File: src/rtl/serial_tx_if.sv
// Producer-to-transmitter word handshake for the single-wire serial link.
// The producer drives tx_valid/tx_data; the transmitter drives tx_ready.
interface serial_tx_if #(
  parameter int DATA_W = 8
);
  logic              tx_valid;
  logic [DATA_W-1:0] tx_data;
  logic              tx_ready;

  modport master (output tx_valid, output tx_data, input  tx_ready);
  modport slave  (input  tx_valid, input  tx_data, output tx_ready);
endinterface

File: src/rtl/serial_tx.sv
// Parallel-in, serial-out frame transmitter.
// Frame: start, DATA_W data bits LSB-first, optional even parity, stop; CLKS_PER_BIT clocks per bit.
module serial_tx #(
  parameter int DATA_W       = 8,
  parameter int CLKS_PER_BIT = 4,
  parameter int PARITY_EN    = 1
) (
  input  logic         clk,
  input  logic         reset,
  serial_tx_if.slave   tx,
  output logic         tx_out,
  output logic         busy,
  output logic         done
);

  localparam int DIV_W = (CLKS_PER_BIT > 1) ? $clog2(CLKS_PER_BIT) : 1;
  localparam int BIT_W = (DATA_W > 1) ? $clog2(DATA_W) : 1;
  localparam logic [DIV_W-1:0] DIV_LAST = DIV_W'(CLKS_PER_BIT - 1);
  localparam logic [BIT_W-1:0] BIT_LAST = BIT_W'(DATA_W - 1);

  typedef enum logic [2:0] {
    IDLE   = 3'd0,
    START  = 3'd1,
    DATA   = 3'd2,
    PARITY = 3'd3,
    STOP   = 3'd4
  } state_t;

  function automatic logic even_parity(input logic [DATA_W-1:0] word);
    return ^word;
  endfunction

  state_t            state_r;
  logic [DIV_W-1:0]  div_cnt_r;
  logic [BIT_W-1:0]  bit_cnt_r;
  logic [DATA_W-1:0] shift_r;
  logic              parity_r;
  logic              bit_end_s;

  // Last clock of the current serial bit.
  assign bit_end_s = (div_cnt_r == DIV_LAST);

  // Frame sequencer; every output is registered so tx_out never sees input glitches.
  always_ff @(posedge clk or posedge reset) begin
    if (reset) begin
      state_r     <= IDLE;
      div_cnt_r   <= {DIV_W{1'b0}};
      bit_cnt_r   <= {BIT_W{1'b0}};
      shift_r     <= {DATA_W{1'b0}};
      parity_r    <= 1'b0;
      tx_out      <= 1'b1;
      tx.tx_ready <= 1'b1;
      busy        <= 1'b0;
      done        <= 1'b0;
    end else begin
      done <= 1'b0;
      if (state_r != IDLE) begin
        div_cnt_r <= bit_end_s ? {DIV_W{1'b0}} : div_cnt_r + DIV_W'(1);
      end else begin
        div_cnt_r <= {DIV_W{1'b0}};
      end
      case (state_r)
        IDLE: begin
          if (tx.tx_valid && tx.tx_ready) begin
            shift_r     <= tx.tx_data;
            parity_r    <= even_parity(tx.tx_data);
            bit_cnt_r   <= {BIT_W{1'b0}};
            state_r     <= START;
            tx_out      <= 1'b0;
            tx.tx_ready <= 1'b0;
            busy        <= 1'b1;
          end else begin
            tx_out      <= 1'b1;
            tx.tx_ready <= 1'b1;
            busy        <= 1'b0;
          end
        end
        START: begin
          if (bit_end_s) begin
            state_r <= DATA;
            tx_out  <= shift_r[0];
          end
        end
        DATA: begin
          if (bit_end_s) begin
            if (bit_cnt_r == BIT_LAST) begin
              bit_cnt_r <= {BIT_W{1'b0}};
              if (PARITY_EN != 0) begin
                state_r <= PARITY;
                tx_out  <= parity_r;
              end else begin
                state_r <= STOP;
                tx_out  <= 1'b1;
              end
            end else begin
              // Next bit comes from position 1 before the shift lands.
              bit_cnt_r <= bit_cnt_r + BIT_W'(1);
              shift_r   <= shift_r >> 1;
              tx_out    <= shift_r[1];
            end
          end
        end
        PARITY: begin
          if (bit_end_s) begin
            state_r <= STOP;
            tx_out  <= 1'b1;
          end
        end
        STOP: begin
          if (bit_end_s) begin
            state_r     <= IDLE;
            tx_out      <= 1'b1;
            tx.tx_ready <= 1'b1;
            busy        <= 1'b0;
            done        <= 1'b1;
          end
        end
        default: begin
          state_r     <= IDLE;
          tx_out      <= 1'b1;
          tx.tx_ready <= 1'b1;
          busy        <= 1'b0;
        end
      endcase
    end
  end

endmodule

File: src/flat_wrapper.sv
// flat-port wrapper written by rule: the top's interface ports become plain ports
module serial_tx_flat 
#(
  parameter int DATA_W       = 8,
  parameter int CLKS_PER_BIT = 4,
  parameter int PARITY_EN    = 1
)
  (clk, reset, tx_out, busy, done, tx_tx_valid, tx_tx_data, tx_tx_ready);
  serial_tx_if #(.DATA_W(DATA_W)) tx_i ();
  input  logic clk;
  input  logic reset;
  output logic tx_out;
  output logic busy;
  output logic done;
  input wire logic [$bits(tx_i.tx_valid)-1:0] tx_tx_valid;
  input wire logic [$bits(tx_i.tx_data)-1:0] tx_tx_data;
  output wire logic [$bits(tx_i.tx_ready)-1:0] tx_tx_ready;
  assign tx_i.tx_valid = tx_tx_valid;
  assign tx_i.tx_data = tx_tx_data;
  assign tx_tx_ready = tx_i.tx_ready;
  serial_tx #(.DATA_W(DATA_W), .CLKS_PER_BIT(CLKS_PER_BIT), .PARITY_EN(PARITY_EN)) u_core (.clk(clk), .reset(reset), .tx(tx_i), .tx_out(tx_out), .busy(busy), .done(done));
endmodule
File: config.mk
export PLATFORM = sky130hd
export DESIGN_NAME = serial_tx_flat
export DESIGN_NICKNAME = d
export VERILOG_FILES = /design/src/rtl/serial_tx_if.sv /design/src/rtl/serial_tx.sv /design/src/flat_wrapper.sv
export SDC_FILE = /design/constraint.sdc
export NUM_CORES = 1
export LEC_CHECK = 0
export CORE_UTILIZATION = 50
export CTS_BUF_LIST = sky130_fd_sc_hd__clkbuf_2
export CTS_CLUSTER_DIAMETER = 200
export DETAILED_ROUTE_END_ITERATION = 8
export DONT_BUFFER_PORTS = 1
export GPL_TIMING_DRIVEN = 0
export PLACE_DENSITY = 0.68
export SETUP_SLACK_MARGIN = 0.02
export SKIP_CTS_REPAIR_TIMING = 1
export SYNTH_ARGS = -nofsm -noshare
export SYNTH_HDL_FRONTEND = slang
export SYNTH_SLANG_ARGS = --single-unit
File: constraint.sdc
create_clock -name clk -period 2 [get_ports clk]
set_input_delay 0 -clock clk [delete_from_list [all_inputs] [get_ports clk]]
set_output_delay 0 -clock clk [all_outputs]
set_load 0.05 [all_outputs]
Yosys cells after proc, flatten, opt, wreduce, memory -nomap -nowiden
Index checks and enable logic that the tools add are counted.

word-level totals
  bits of input ports = 11
  flip-flop bits (word level) = 21
  output and inout bits = 4
  word-level logic and storage cells = 68

cells by class
  add/sub/neg operators = 2
  reductions and logical operators = 13
  eq/ne operators = 14
  bitwise operators = 1
  mux-type cells = 29

operators with widths
  operator                                       count
  2-to-1 mux 3 bit                               9
  2-to-1 mux 8 bit                               3
  case mux 8 bit (2 select lines)                1
  case mux 3 bit (5 select lines)                1
  != test 2 x 1 -> 1 bit, second input constant  7
  2-to-1 mux 1 bit                               9
  XOR reduction 8 bit                            1
  == test 3 x 2 -> 1 bit, second input constant  2
  == test 3 bit, second input constant           2
  case mux 1 bit (3 select lines)                2
  case mux 3 bit (2 select lines)                1
  AND reduction 3 bit                            2
  AND reduction 6 bit                            1
  2-to-1 mux 2 bit                               2
  case mux 1 bit (4 select lines)                1
  AND reduction 2 bit                            2
  AND reduction 4 bit                            1
  adder 3 x 1 -> 3 bit, second input constant    1
  == test 3 x 1 -> 1 bit, second input constant  1
  logical NOT 3 bit                              1
  nonzero test 3 bit                             1
  OR reduction 3 bit                             1
  adder 2 x 1 -> 2 bit, second input constant    1
  == test 2 bit, second input constant           1
  other kinds (5)                                5

Logic depth before layout (Yosys ltp)
Gate-level depths: netlist (run 1).

  depth in word-level cells = 4
  mapped depth = 7
  mapped depth without buffers = 6

Worst setup path before layout (run 1)
Ideal clock, no wire load.

  kind = register -> register
  start point = register u_core.tx.tx_ready
  end point = register u_core.shift_r[3]
  slack = 0.458 ns
  arrival time = 1.411 ns
  buffers on the path = 2
  stages on the path, launching flop included = 7
  period minus slack after synthesis = 1.542 ns
  library setup time = 0.132 ns
  data required time = 1.868 ns
  path through = dfstp_2 -> and3b_1 -> buf_2 -> o211ai_4 -> buf_6 -> nand2_1 -> o21ai_0

between the ends
  cells in the longest elaborated chain, start to end = 3

RTL lines
  what                              line                source
  start: declaration                serial_tx_if.sv:11  modport slave (input tx_valid, input tx_data, output tx_ready);
  start signal: assignment          serial_tx.sv:52     tx.tx_ready <= 1'b1;
  start signal: assignment          serial_tx.sv:70     tx.tx_ready <= 1'b0;
  start signal: assignment          serial_tx.sv:74     tx.tx_ready <= 1'b1;
  logical AND 1 bit                 serial_tx.sv:64     if (tx.tx_valid && tx.tx_ready) begin
  != test 2 x 1 -> 1 bit (no line)  n/a
  AND reduction 4 bit (no line)     n/a
  end signal: assignment            serial_tx.sv:49     shift_r <= {DATA_W{1'b0}};
  end signal: assignment            serial_tx.sv:65     shift_r <= tx.tx_data;
  end signal: assignment            serial_tx.sv:98     shift_r <= shift_r >> 1;
  end: declaration                  serial_tx.sv:36     logic [DATA_W-1:0] shift_r;

No other way between the ends.
A chain may end at the register's enable or synchronous reset.

Worst setup path in the final report (run 1)
  start point = register u_core.tx.tx_ready
  end point = register u_core.shift_r[2]

The elaborated chain is that of the path after synthesis.

==> Flow_metrics.wiki, run 1 <==
{| class="wikitable"
! Metric !! Value
|-
| Source-to-sink clock delay at the later pin of the worst-skew pair || 0.32 ns
|-
| Count of fill cells added during filler insertion || 181
|-
| Area grow syn2layout || 13.7%
|-
| Overall fraction of global-route tracks in use || 18.8%
|-
| Detailed Route Iter0 Violations || 6
|-
| Buffer cell driving the clock tree root || sky130_fd_sc_hd__clkbuf_2
|-
| Clock-pin transition on the worst setup and hold timing paths || 0.19 ns
|-
| Reg-to-reg slack, setup || 0.21 ns
|-
| Depth of the worst hold-timing path || 3
|-
| Critical path cell sequence || and3b_1 > buf_2 > o211ai_4 > buf_6 > o21ai_0
|-
| Outcome || finished, final reports clean
|-
| Post-synth net total || 123
|-
| Post-layout min period || 1.79 ns
|-
| Number of distinct standard cells referenced by the synthesized netlist || 37
|-
| Yosys synthesis warning count || 0
|-
| Number of top-level design ports || 15
|-
| Critical path's slowest cell || sky130_fd_sc_hd__dfstp_2
|-
| Kind of start point of the critical path || flip-flop
|-
| Worst r2r src || u_core.tx.tx_ready$_DFFE_PP1P_
|-
| Worst slew margin relative to its limit || 47.8%
|-
| Global Route met2 Usage || 31.5%
|-
| Part of the Yosys area used for sequential elements || 46.9%
|-
| Antenna violations before repair || 0
|-
| Hold Path End || u_core.bit_cnt_r[2]$_DFFE_PP0P_
|-
| Combined buffer and inverter count along the critical path || 2
|-
| Number of max-cap violations || 0
|-
| Number of H-tree branching levels || 1
|-
| Starting Density || 55.1%
|-
| Type of the most critical hold path || input pin to flip-flop
|-
| Mean Syn Cell Area || 10.4 sq um
|-
| Library cell with the largest summed area after synthesis || sky130_fd_sc_hd__dfrtp_1
|-
| Capturing element type of the critical path || flip-flop
|-
| Number of gates on the worst path with buffers counted || 5
|-
| Die footprint || 2450 sq um
|-
| Power per Cell Area || 1350 nW/um^2
|-
| Worst IR Drop VDD || 0.737 mV
|-
| Post-detailed-route via-to-cell ratio || 5.52
|-
| Unrepaired setup endpoints after global routing || no
|-
| R2R Path End || u_core.shift_r[2]$_DFFE_PP0P_
|-
| First-pass GRT wire length || 3440 microns
|-
| Hold Path Origin || tx_tx_valid
|-
| Commonest register cell after synthesis || sky130_fd_sc_hd__dfrtp_1
|-
| Grt met1 use || 23.8%
|-
| Most frequent cells after synthesis || sky130_fd_sc_hd__dfrtp_1 (19), sky130_fd_sc_hd__nand2_1 (13), sky130_fd_sc_hd__o21ai_0 (12)
|-
| Signal arrival time at the worst endpoint || 2.03 ns
|-
| Register bit total from synthesis || 21
|-
| Finish-stage setup viols || 0
|-
| Proportion of netlist area held by the largest area contributor || 42.2%
|-
| Start-to-end type of the worst setup path || flip-flop to flip-flop
|-
| Most frequent cell after synthesis || sky130_fd_sc_hd__dfrtp_1
|-
| Detail-routed net length per standard cell || 14.1 microns
|-
| Die Span Y || 49.5 microns
|-
| Pin count of the biggest net entering global routing || 22
|-
| Max Slew Vio Count || 0
|-
| Vias || 822
|-
| Setup total negative slack || 0 ns
|-
| Via count of the first global-routing pass || 777
|-
| Die Wd || 49.5 microns
|-
| Half-perimeter wire length of the detailed placement result || 1490 microns
|-
| R2R depth || 5
|-
| Count of buffers from port buffering || 0
|-
| Total inserted antenna cells || 0
|-
| Gr ovfl total || 0
|-
| Total clock sinks || 21
|-
| Share of flip-flops with an asynchronous set or reset || 100%
|-
| Clock Path Buffers || 2
|-
| Critical-path maximum fanout || 10
|-
| CP Data Required Time || 2.23 ns
|-
| Slew @ Worst Pin || 0.782 ns
|-
| EDFF count, synth || 0
|-
| Total Wirelength || 2100 microns
|-
| TritonCTS buffer count || 3
|-
| NumNets Final || 138
|-
| Max Freq || 557 MHz
|-
| Maximum cell stage delay along the critical path || 0.78 ns
|-
| Period Utilization, post-route || 89.7%
|-
| Placeable core region || 2040 sq um
|-
| Total placed cells including tap cells || 135
|-
| Cell count after synthesis || 108
|-
| Busiest grt layer || met2
|-
| Number of hold violations in the final report || 0
|-
| LEAKAGE || 0.601 nW
|-
| Routability congestion estimate from global placement || 0.802
|-
| Crit-path leading delay family || flip-flops
|-
| ANT nets after route || 0
|-
| Drt drc || 0
|-
| Leading post-synthesis cells by cell area || sky130_fd_sc_hd__dfrtp_1 (42%), sky130_fd_sc_hd__mux2i_1 (6.2%), sky130_fd_sc_hd__xnor2_1 (5.4%)
|-
| Layout Cells excl Fill || 149
|-
| Post-Syn Area || 1130 sq um
|-
| Met3 layer usage reported by global route || 3.70%
|-
| DR pass1 iterations || 4
|-
| Total number of placement rows || 16
|-
| Clock skew || 0.00879 ns
|-
| TritonCTS clock tree || yes
|-
| Fraction of final layout cells with drive strength greater than 1 || 11.5%
|}
-- how the worst max path moves through the flow --
stage | to | from | slack, ns
3_3_place_gp | u_core.shift_r[5]$_DFFE_PP0P_ | u_core.tx.tx_ready$_DFFE_PP1P_ | 0.34
4_1_cts | u_core.shift_r[2]$_DFFE_PP0P_ | u_core.tx.tx_ready$_DFFE_PP1P_ | 0.24
5_1_grt | u_core.shift_r[2]$_DFFE_PP0P_ | u_core.tx.tx_ready$_DFFE_PP1P_ | 0.14
3_5_place_dp | u_core.shift_r[2]$_DFFE_PP0P_ | u_core.tx.tx_ready$_DFFE_PP1P_ | 0.29
2_1_floorplan | u_core.shift_r[3]$_DFFE_PP0P_ | u_core.tx.tx_ready$_DFFE_PP1P_ | 0.46
6_report | u_core.shift_r[2]$_DFFE_PP0P_ | u_core.tx.tx_ready$_DFFE_PP1P_ | 0.21
-- where the power goes --
part | internal (W) | switching (W)
registers | 0.000613 | 0.000213
clock network | 0.0000529 | 0.000126
logic | 0.000322 | 0.000400
total | 0.000988 | 0.000739
-- sequential cells by signal (all words and copies together) (netlist names) --
name,flops
u_core.tx_out,1
u_core.div_cnt_r,2
u_core.shift_r,8
u_core.bit_cnt_r,3
u_core.tx.tx_ready,1
u_core.done,1
u_core.busy,1
u_core.state_r,3
u_core.parity_r,1
-- final cells by class --
cell class	instances	area (sq um)	area share, %
Timing Repair Buffer	10	100	7.82
Sequential cell	21	528	41.3
Clock buffer	4	20.0	1.56
Multi-Input combinational cell	78	553	43.2
Buffer	5	30.0	2.35
Inverter	4	15.0	1.17
Tap cell	27	33.8	2.64
-- per-stage QoR --
| step | hold WS (ns) | total power [W] | area, sq um | setup slack (ns) | util (%) |
|---|---|---|---|---|---|
| 4_1_cts | -0.297 | 0.00172 | 1180 | 0.238 | 57.8 |
| 5_1_grt | 0.00415 | 0.00186 | 1280 | 0.143 | 62.7 |
| 2_1_floorplan | -0.0250 | 0.00138 | 1130 | 0.458 | - |
| 6_report | 0.00320 | 0.00173 | 1280 | 0.206 | 62.7 |
| 3_3_place_gp | 0.0731 | 0.00151 | 1160 | 0.344 | 56.8 |
| 3_5_place_dp | 0.0793 | 0.00154 | 1160 | 0.293 | 56.8 |
-- per-layer routing --
metal	share of wire, %	routed length (microns)
met3	3.5	74
met1	45	949
met5	0	0
met2	49	1040
met4	1.8	37
-- cell families (layout without fill, tap and decap cells) --
logic type,count (synthesis),in the layout,share of synthesized area [%]
compound gates,28,28,17.2
fa+ha+maj,4,4,4.44
xor+xnor,8,8,6.22
buf+inv,9,23,4.00
flops,21,21,46.9
mux,8,8,7.22
simple gates,30,30,14.0
-- worst register-to-register path, cell delays in order, from the launching register on --
cell and delay [ns]:
sky130_fd_sc_hd__dfstp_2 0.78, sky130_fd_sc_hd__and3b_1 0.22, sky130_fd_sc_hd__buf_2 0.19, sky130_fd_sc_hd__o211ai_4 0.12, sky130_fd_sc_hd__buf_6 0.16, sky130_fd_sc_hd__o21ai_0 0.23
-- placed cells by master (no fill, tap or decap), drive strengths merged, types with 2 or more instances in the layout --
cell type    instances
nor2                 3
inv                  4
mux2i                7
dlygate4sd3         10
a21o                 2
nand3b               2
clkbuf               5
dfstp                2
nand2               13
o21a                 2
o21ai               13
buf                  4
xnor2                7
dfrtp               19
a21oi                3
ha                   4
nor3                 3
nand3                2
(Power assumes the default switching activity.)
==> run 2, diff against run 1 <==
- ABC_AREA: unset -> 1
==> run 2 against run 1 <==
Effect of this change: the flow now finishes with violations (hold timing); clock skew is 0.011 ns higher; register-to-register slack improved by 0.18 ns; synthesized area is 22% higher; critical path depth up 2; largest cell class unchanged; power is 32% higher; flip-flop and latch count is the same; clock-buffer cell count down 1; sequential share of layout area down 6.5 points; non-clock buffer count decreased by 3.
==> Flow_metrics.wiki, run 2 <==
{| class="wikitable"
! Metric !! Value
|-
| Die footprint || 2960 sq um
|-
| Crit path setup slack, layout || 0.383 ns
|-
| Number of hold violations in the final report || 2
|-
| ANT nets after route || 0
|-
| TritonCTS buffer count || 3
|-
| Largest registers in the final layout || u_core.shift_r (8), u_core.bit_cnt_r (3), u_core.state_r (3)
|-
| Yosys synthesis warning count || 0
|-
| Crit-path leading delay family || flip-flops
|-
| Outcome || complete, but fails checks
|-
| Half-perimeter wire length of the detailed placement result || 2040 microns
|-
| Xor and xnor area share after synthesis || 1.28%
|-
| Share of synthesized cell area in and, or, nand and nor gates || 44.3%
|-
| Max Freq || 618 MHz
|-
| Vias || 1,130
|-
| Share of the synthesized area in compound gates (AO/OA/AOI/OAI) || 3.28%
|-
| Detailed Route Iter0 Violations || 13
|-
| Proportion of netlist area held by the largest area contributor || 34.7%
|-
| Detail-routed net length per standard cell || 11.7 microns
|-
| Die Span Y || 54.4 microns
|-
| Die Wd || 54.4 microns
|-
| Critical-path maximum fanout || 10
|-
| Dominant combinational cell family by area after synthesis || simple AND/OR/NAND/NOR gates
|-
| Fraction of final layout cells with drive strength greater than 1 || 14.6%
|-
| Clock skew || 0.0198 ns
|-
| Drt drc || 0
|-
| Part of the Yosys area used for sequential elements || 38.5%
|-
| Overall fraction of global-route tracks in use || 21.1%
|-
| Worst slew margin relative to its limit || 46.4%
|-
| Worst IR Drop VDD || 1.17 mV
|-
| Area grow syn2layout || 10.9%
|-
| Pin count of the biggest net entering global routing || 22
|-
| Via count of the first global-routing pass || 1,007
|-
| Placeable core region || 2540 sq um
|-
| Antenna violations before repair || 0
|-
| DR pass1 iterations || 3
|-
| CP Data Required Time || 2.29 ns
|-
| NumNets Final || 208
|-
| Most frequent cell after synthesis || sky130_fd_sc_hd__nand2_1
|-
| Mean Syn Cell Area || 7.66 sq um
|-
| Largest Register || u_core.shift_r
|-
| Most Frequent Cell on Critical Path || sky130_fd_sc_hd__nand2_1
|-
| Starting Density || 53.9%
|-
| Number of flip-flops under the largest register name || 8
|-
| Post-Syn Area || 1370 sq um
|-
| Total clock sinks || 21
|-
| Post-synth net total || 194
|-
| Cell count after synthesis || 179
|-
| Setup total negative slack || 0 ns
|-
| Most frequent cells after synthesis || sky130_fd_sc_hd__nand2_1 (75), sky130_fd_sc_hd__inv_1 (20), sky130_fd_sc_hd__dfrtp_1 (19)
|-
| Post-detailed-route via-to-cell ratio || 5.09
|-
| Count of fill cells added during filler insertion || 236
|-
| Start-to-end type of the worst setup path || flip-flop to flip-flop
|-
| Type of the most critical hold path || input pin to flip-flop
|-
| Buffer cell driving the clock tree root || sky130_fd_sc_hd__clkbuf_2
|-
| Period Utilization, post-route || 80.9%
|-
| First-pass GRT wire length || 4400 microns
|-
| Maximum cell stage delay along the critical path || 0.76 ns
|-
| Gr ovfl total || 0
|-
| Commonest cells after routing, fill and taps aside || sky130_fd_sc_hd__nand2_1 (75), sky130_fd_sc_hd__inv_1 (20), sky130_fd_sc_hd__dfrtp_1 (19)
|-
| Number of max-cap violations || 0
|-
| Pre-CTS setup slack || 0.415 ns
|-
| Critical path's slowest cell || sky130_fd_sc_hd__dfstp_2
|-
| Count of buffers from port buffering || 0
|-
| Share of flip-flops with an asynchronous set or reset || 100%
|-
| Failing checks || hold timing
|-
| EDFF count, synth || 0
|-
| Worst hold slack || -0.0324 ns
|-
| Source-to-sink clock delay at the later pin of the worst-skew pair || 0.35 ns
|-
| Slew @ Worst Pin || 0.802 ns
|-
| Capturing element type of the critical path || flip-flop
|-
| Signal arrival time at the worst endpoint || 1.91 ns
|-
| Unrepaired setup endpoints after global routing || no
|-
| Total number of placement rows || 18
|-
| Number of top-level design ports || 15
|-
| Total Wirelength || 2590 microns
|-
| Clock Path Buffers || 2
|-
| LEAKAGE || 0.851 nW
|-
| Combined buffer and inverter count along the critical path || 1
|-
| Power per Cell Area || 1500 nW/um^2
|-
| Routability congestion estimate from global placement || 0.862
|-
| Register bit total from synthesis || 21
|-
| Finish-stage setup viols || 0
|-
| Max Slew Vio Count || 0
|-
| TritonCTS clock tree || yes
|-
| Leading cell type in the layout, fill and taps excluded || sky130_fd_sc_hd__nand2_1
|-
| Post-layout min period || 1.62 ns
|-
| Library cell with the largest summed area after synthesis || sky130_fd_sc_hd__dfrtp_1
|-
| Post-synthesis mux area share || 0%
|-
| Critical path cell sequence || nand2_1 > nand3_1 > nand2_2 > nor2_4 > buf_12 > nand3_2 > nand2_1
|-
| Total inserted antenna cells || 0
|-
| Placement Cell Area || 1410 sq um
|-
| Number of distinct standard cells referenced by the synthesized netlist || 23
|-
| Commonest register cell after synthesis || sky130_fd_sc_hd__dfrtp_1
|-
| Fin area || 1520 sq um
|-
| Clock-pin transition on the worst setup and hold timing paths || 0.23 ns
|-
| Adder and majority gate portion of the synthesized area || 3.65%
|-
| Kind of start point of the critical path || flip-flop
|-
| Number of H-tree branching levels || 1
|-
| Leading post-synthesis cells by cell area || sky130_fd_sc_hd__dfrtp_1 (35%), sky130_fd_sc_hd__nand2_1 (21%), sky130_fd_sc_hd__nand3_2 (6.6%)
|}
-- run 2: layout make-up --
type | instances | area, sq um | area share, %
Multi-Input combinational cell | 134 | 719 | 47.3
Sequential cell | 21 | 528 | 34.7
Timing Repair Buffer | 9 | 90.1 | 5.92
Inverter | 21 | 78.8 | 5.18
Buffer | 3 | 45.0 | 2.96
Tap cell | 30 | 37.5 | 2.47
Clock buffer | 3 | 15.0 | 0.987
Clock inverter | 1 | 7.51 | 0.493
-- run 2: kinds of logic (layout without fill, tap and decap cells) --
kind of cell	Yosys count	after routing
compound gates	9	9
xor+xnor	2	2
fa+ha+maj	4	4
buf+inv	24	37
flops	21	21
simple gates	119	119
-- run 2: path summary, 6_finish.rpt --
kind	startpoint	end	slack, ns	depth (start not counted)
setup / recovery	u_core.tx.tx_ready$_DFFE_PP1P_	u_core.shift_r[2]$_DFFE_PP0P_	0.38	7
hold / removal	tx_tx_data[1]	u_core.shift_r[1]$_DFFE_PP0P_	-0.03	4
setup reg to reg	u_core.tx.tx_ready$_DFFE_PP1P_	u_core.shift_r[2]$_DFFE_PP0P_	0.38	7
hold reg to reg	u_core.div_cnt_r[0]$_DFF_PP0_	u_core.div_cnt_r[0]$_DFF_PP0_	0.45	1
max in group asynchronous	reset	u_core.bit_cnt_r[2]$_DFFE_PP0P_	1.29	2
min in group asynchronous	reset	u_core.busy$_DFFE_PP0P_	0.19	2
-- run 2: report_power, final --
group	internal (W)	total, W	switching [W]	leakage (nW)
Combinational	0.000471	0.00125	0.000780	0.573
Clock	0.0000465	0.000192	0.000146	0.0126
Sequential	0.000621	0.000833	0.000212	0.265
-- run 2: worst register-to-register path, delay by kind of cell (launching register included) --
family | cells | cell delay [ns]
flops | 1 | 0.76
simple gates | 6 | 0.63
buf+inv | 1 | 0.16
-- run 2: routing by layer --
metal	up-vias	track usage [%]	share of wire (%)
met2	15	33.1	47
met4	0	6.84	1.1
met5	-	0	0
met3	5	5.56	2.8
li1	582	-	-
met1	528	28.2	49
-- run 2: metrics by stage --
step / total power, W / utilization, % / std cells
floorplan: 0.00186 / - / 179
global placement: 0.00204 / 55.4 / 209
detailed placement: 0.00209 / 55.4 / 209
CTS: 0.00229 / 56.2 / 213
global route: 0.00250 / 59.8 / 222
finish: 0.00228 / 59.8 / 222
==> run 3, diff against run 2 <==
- PLACE_DENSITY: 0.68 -> 0.71
- clock period: 2 -> 1.35 ns (I/O delays scaled with it)
==> run 3 against run 2 <==
Effect of this change: the run ends with hold timing, setup timing left; flip-flop and latch count is the same; combinational power increased by 67%; wire length increased by 1.4%; clock power grew 41%; maximum frequency grew 8.0%; critical path depth is the same; final cell count stayed put; first-iteration DRC count decreased by 31%; sequential power is 51% higher; power is 59% higher; sequential share of layout area is 1.4 points lower; largest cell class unchanged.
==> Flow_metrics.wiki, run 3 (synthesis gave the netlist of run 2 again) <==
{| class="wikitable"
! Metric !! Value
|-
| Pin count of the biggest net entering global routing || 22
|-
| Antenna violations before repair || 0
|-
| Die Span Y || 54.4 microns
|-
| Detailed Route Iter0 Violations || 9
|-
| Period Utilization, post-route || 111%
|-
| Routability congestion estimate from global placement || 0.839
|-
| Number of top-level design ports || 15
|-
| Largest registers in the final layout || u_core.shift_r (8), u_core.bit_cnt_r (3), u_core.state_r (3)
|-
| Commonest cells after routing, fill and taps aside || sky130_fd_sc_hd__nand2_1 (71), sky130_fd_sc_hd__inv_1 (19), sky130_fd_sc_hd__dfrtp_1 (19)
|-
| Routed wire length on met3 || 46 microns
|-
| Worst hold slack || -0.0952 ns
|-
| Failing checks || hold timing, setup timing
|-
| Half-perimeter wire length of the detailed placement result || 1960 microns
|-
| Power per Cell Area || 2260 nW/um^2
|-
| Maximum cell stage delay along the critical path || 0.76 ns
|-
| Crit-path leading delay family || flip-flops
|-
| ANT nets after route || 0
|-
| DR top layer || met4
|-
| Count of buffers from port buffering || 0
|-
| Source-to-sink clock delay at the later pin of the worst-skew pair || 0.34 ns
|-
| Largest Register || u_core.shift_r
|-
| Unrepaired setup endpoints after global routing || yes
|-
| Post-detailed-route via-to-cell ratio || 5.10
|-
| Number of H-tree branching levels || 1
|-
| Routed length on met1 || 1210 microns
|-
| Critical-path maximum fanout || 10
|-
| NumNets Final || 208
|-
| LEAKAGE || 0.866 nW
|-
| Area grow syn2layout || 16.6%
|-
| Die Wd || 54.4 microns
|-
| TritonCTS clock tree || yes
|-
| Buffer cell driving the clock tree root || sky130_fd_sc_hd__clkbuf_2
|-
| Overall fraction of global-route tracks in use || 21.4%
|-
| Leading cell type in the layout, fill and taps excluded || sky130_fd_sc_hd__nand2_1
|-
| Critical path's slowest cell || sky130_fd_sc_hd__dfstp_4
|-
| Worst slew margin relative to its limit || 47.2%
|-
| Number of hold violations in the final report || 4
|-
| Fraction of final layout cells with drive strength greater than 1 || 22.9%
|-
| Most Frequent Cell on Critical Path || sky130_fd_sc_hd__nand2_4
|-
| Placement Cell Area || 1420 sq um
|-
| Kind of start point of the critical path || flip-flop
|-
| Count of fill cells added during filler insertion || 220
|-
| Max Slew Vio Count || 0
|-
| Number of flip-flops under the largest register name || 8
|-
| Clock-pin transition on the worst setup and hold timing paths || 0.21 ns
|-
| Starting Density || 53.9%
|-
| Drt drc || 0
|-
| Signal arrival time at the worst endpoint || 1.78 ns
|-
| Detail-routed net length per standard cell || 11.8 microns
|-
| Die footprint || 2960 sq um
|-
| Crit path setup slack, layout || -0.147 ns
|-
| Outcome || complete, but fails checks
|-
| Total number of placement rows || 18
|-
| First-pass GRT wire length || 4450 microns
|-
| Max Freq || 668 MHz
|-
| Layout Cells excl Fill || 222
|-
| Capturing element type of the critical path || flip-flop
|-
| Final Util || 62.8%
|-
| DR pass1 iterations || 4
|-
| Clock skew || 0.0112 ns
|-
| Finish-stage setup viols || 13
|-
| Start-to-end type of the worst setup path || flip-flop to flip-flop
|-
| Total inserted antenna cells || 0
|-
| Worst IR Drop VDD || 1.59 mV
|-
| Post-layout min period || 1.50 ns
|-
| Fin area || 1600 sq um
|-
| TritonCTS buffer count || 3
|-
| Number of max-cap violations || 0
|-
| Critical path cell sequence || nand2_4 > nand3_4 > nand2_4 > nor2_4 > buf_12 > nand3b_4 > nand2_2
|-
| Total placed cells including tap cells || 209
|-
| CP Data Required Time || 1.64 ns
|-
| Via count of the first global-routing pass || 1,061
|-
| Clock Path Buffers || 2
|-
| Placeable core region || 2540 sq um
|-
| Gr ovfl total || 0
|-
| Total Wirelength || 2630 microns
|-
| Vias || 1,133
|-
| Total length of routed met2 wires || 1320 microns
|-
| Slew @ Worst Pin || 0.791 ns
|-
| Combined buffer and inverter count along the critical path || 1
|-
| Type of the most critical hold path || input pin to flip-flop
|-
| Reg-to-reg slack, setup || -0.15 ns
|-
| Total clock sinks || 21
|}
[run 3: changes by cell type in the layout (fill, tap and decap cells not counted), moves of 2 or more]
cell and change:
sky130_fd_sc_hd__ha_1 -2, sky130_fd_sc_hd__nand3_2 +3, sky130_fd_sc_hd__nand2_1 -4, sky130_fd_sc_hd__o21ai_0 -2
sky130_fd_sc_hd__nand2_4 +2, sky130_fd_sc_hd__nand3_1 -4, sky130_fd_sc_hd__nor2_1 -2, sky130_fd_sc_hd__nand2_2 +2
[run 3: worst paths after layout]
check | startpoint | endpoint | depth (start not counted)
min in group asynchronous | reset | u_core.busy$_DFFE_PP0P_ | 2
max | u_core.tx.tx_ready$_DFFE_PP1P_ | u_core.bit_cnt_r[1]$_DFFE_PP0P_ | 7
min | tx_tx_valid | u_core.busy$_DFFE_PP0P_ | 4
max reg2reg | u_core.tx.tx_ready$_DFFE_PP1P_ | u_core.bit_cnt_r[1]$_DFFE_PP0P_ | 7
min reg2reg | u_core.div_cnt_r[0]$_DFF_PP0_ | u_core.div_cnt_r[0]$_DFF_PP0_ | 1
max in group asynchronous | reset | u_core.bit_cnt_r[1]$_DFFE_PP0P_ | 2
[run 3: worst min-delay path: cells and delay by family]
kind / cells / cell delay (ns)
simple gates: 3 / 0.17
buf+inv: 1 / 0.07
[run 3: routing by layer]
metal / up-vias / track usage [%]
met5: - / 0
met4: 0 / 8.97
met3: 9 / 2.50
met2: 16 / 37.8
met1: 525 / 26.0
li1: 583 / -
[run 3: layout make-up]
type	instances	area, sq um	share of cell area [%]
multi-input combinational	134	798	49.9
sequential	21	532	33.3
timing repair buffer	9	87.6	5.48
inverter	21	78.8	4.93
buffer	3	45.0	2.82
tap	30	37.5	2.35
clock buffer	3	15.0	0.939
clock inverter	1	5.00	0.313
[run 3: per-stage QoR]
step                TNS, ns  worst slack [ns]  total power [W]
floorplan            -0.701           -0.0749          0.00277
global placement      -1.70            -0.143          0.00304
detailed placement    -2.03            -0.160          0.00311
CTS                   -2.63            -0.203          0.00339
global route          -2.53            -0.205          0.00393
finish                -1.42            -0.147          0.00362
[run 3: report_power, final]
part / switching (W) / total (W) / internal, W
logic: 0.00129 / 0.00209 / 0.000802
registers: 0.000327 / 0.00126 / 0.000930
clock network: 0.000203 / 0.000271 / 0.0000672
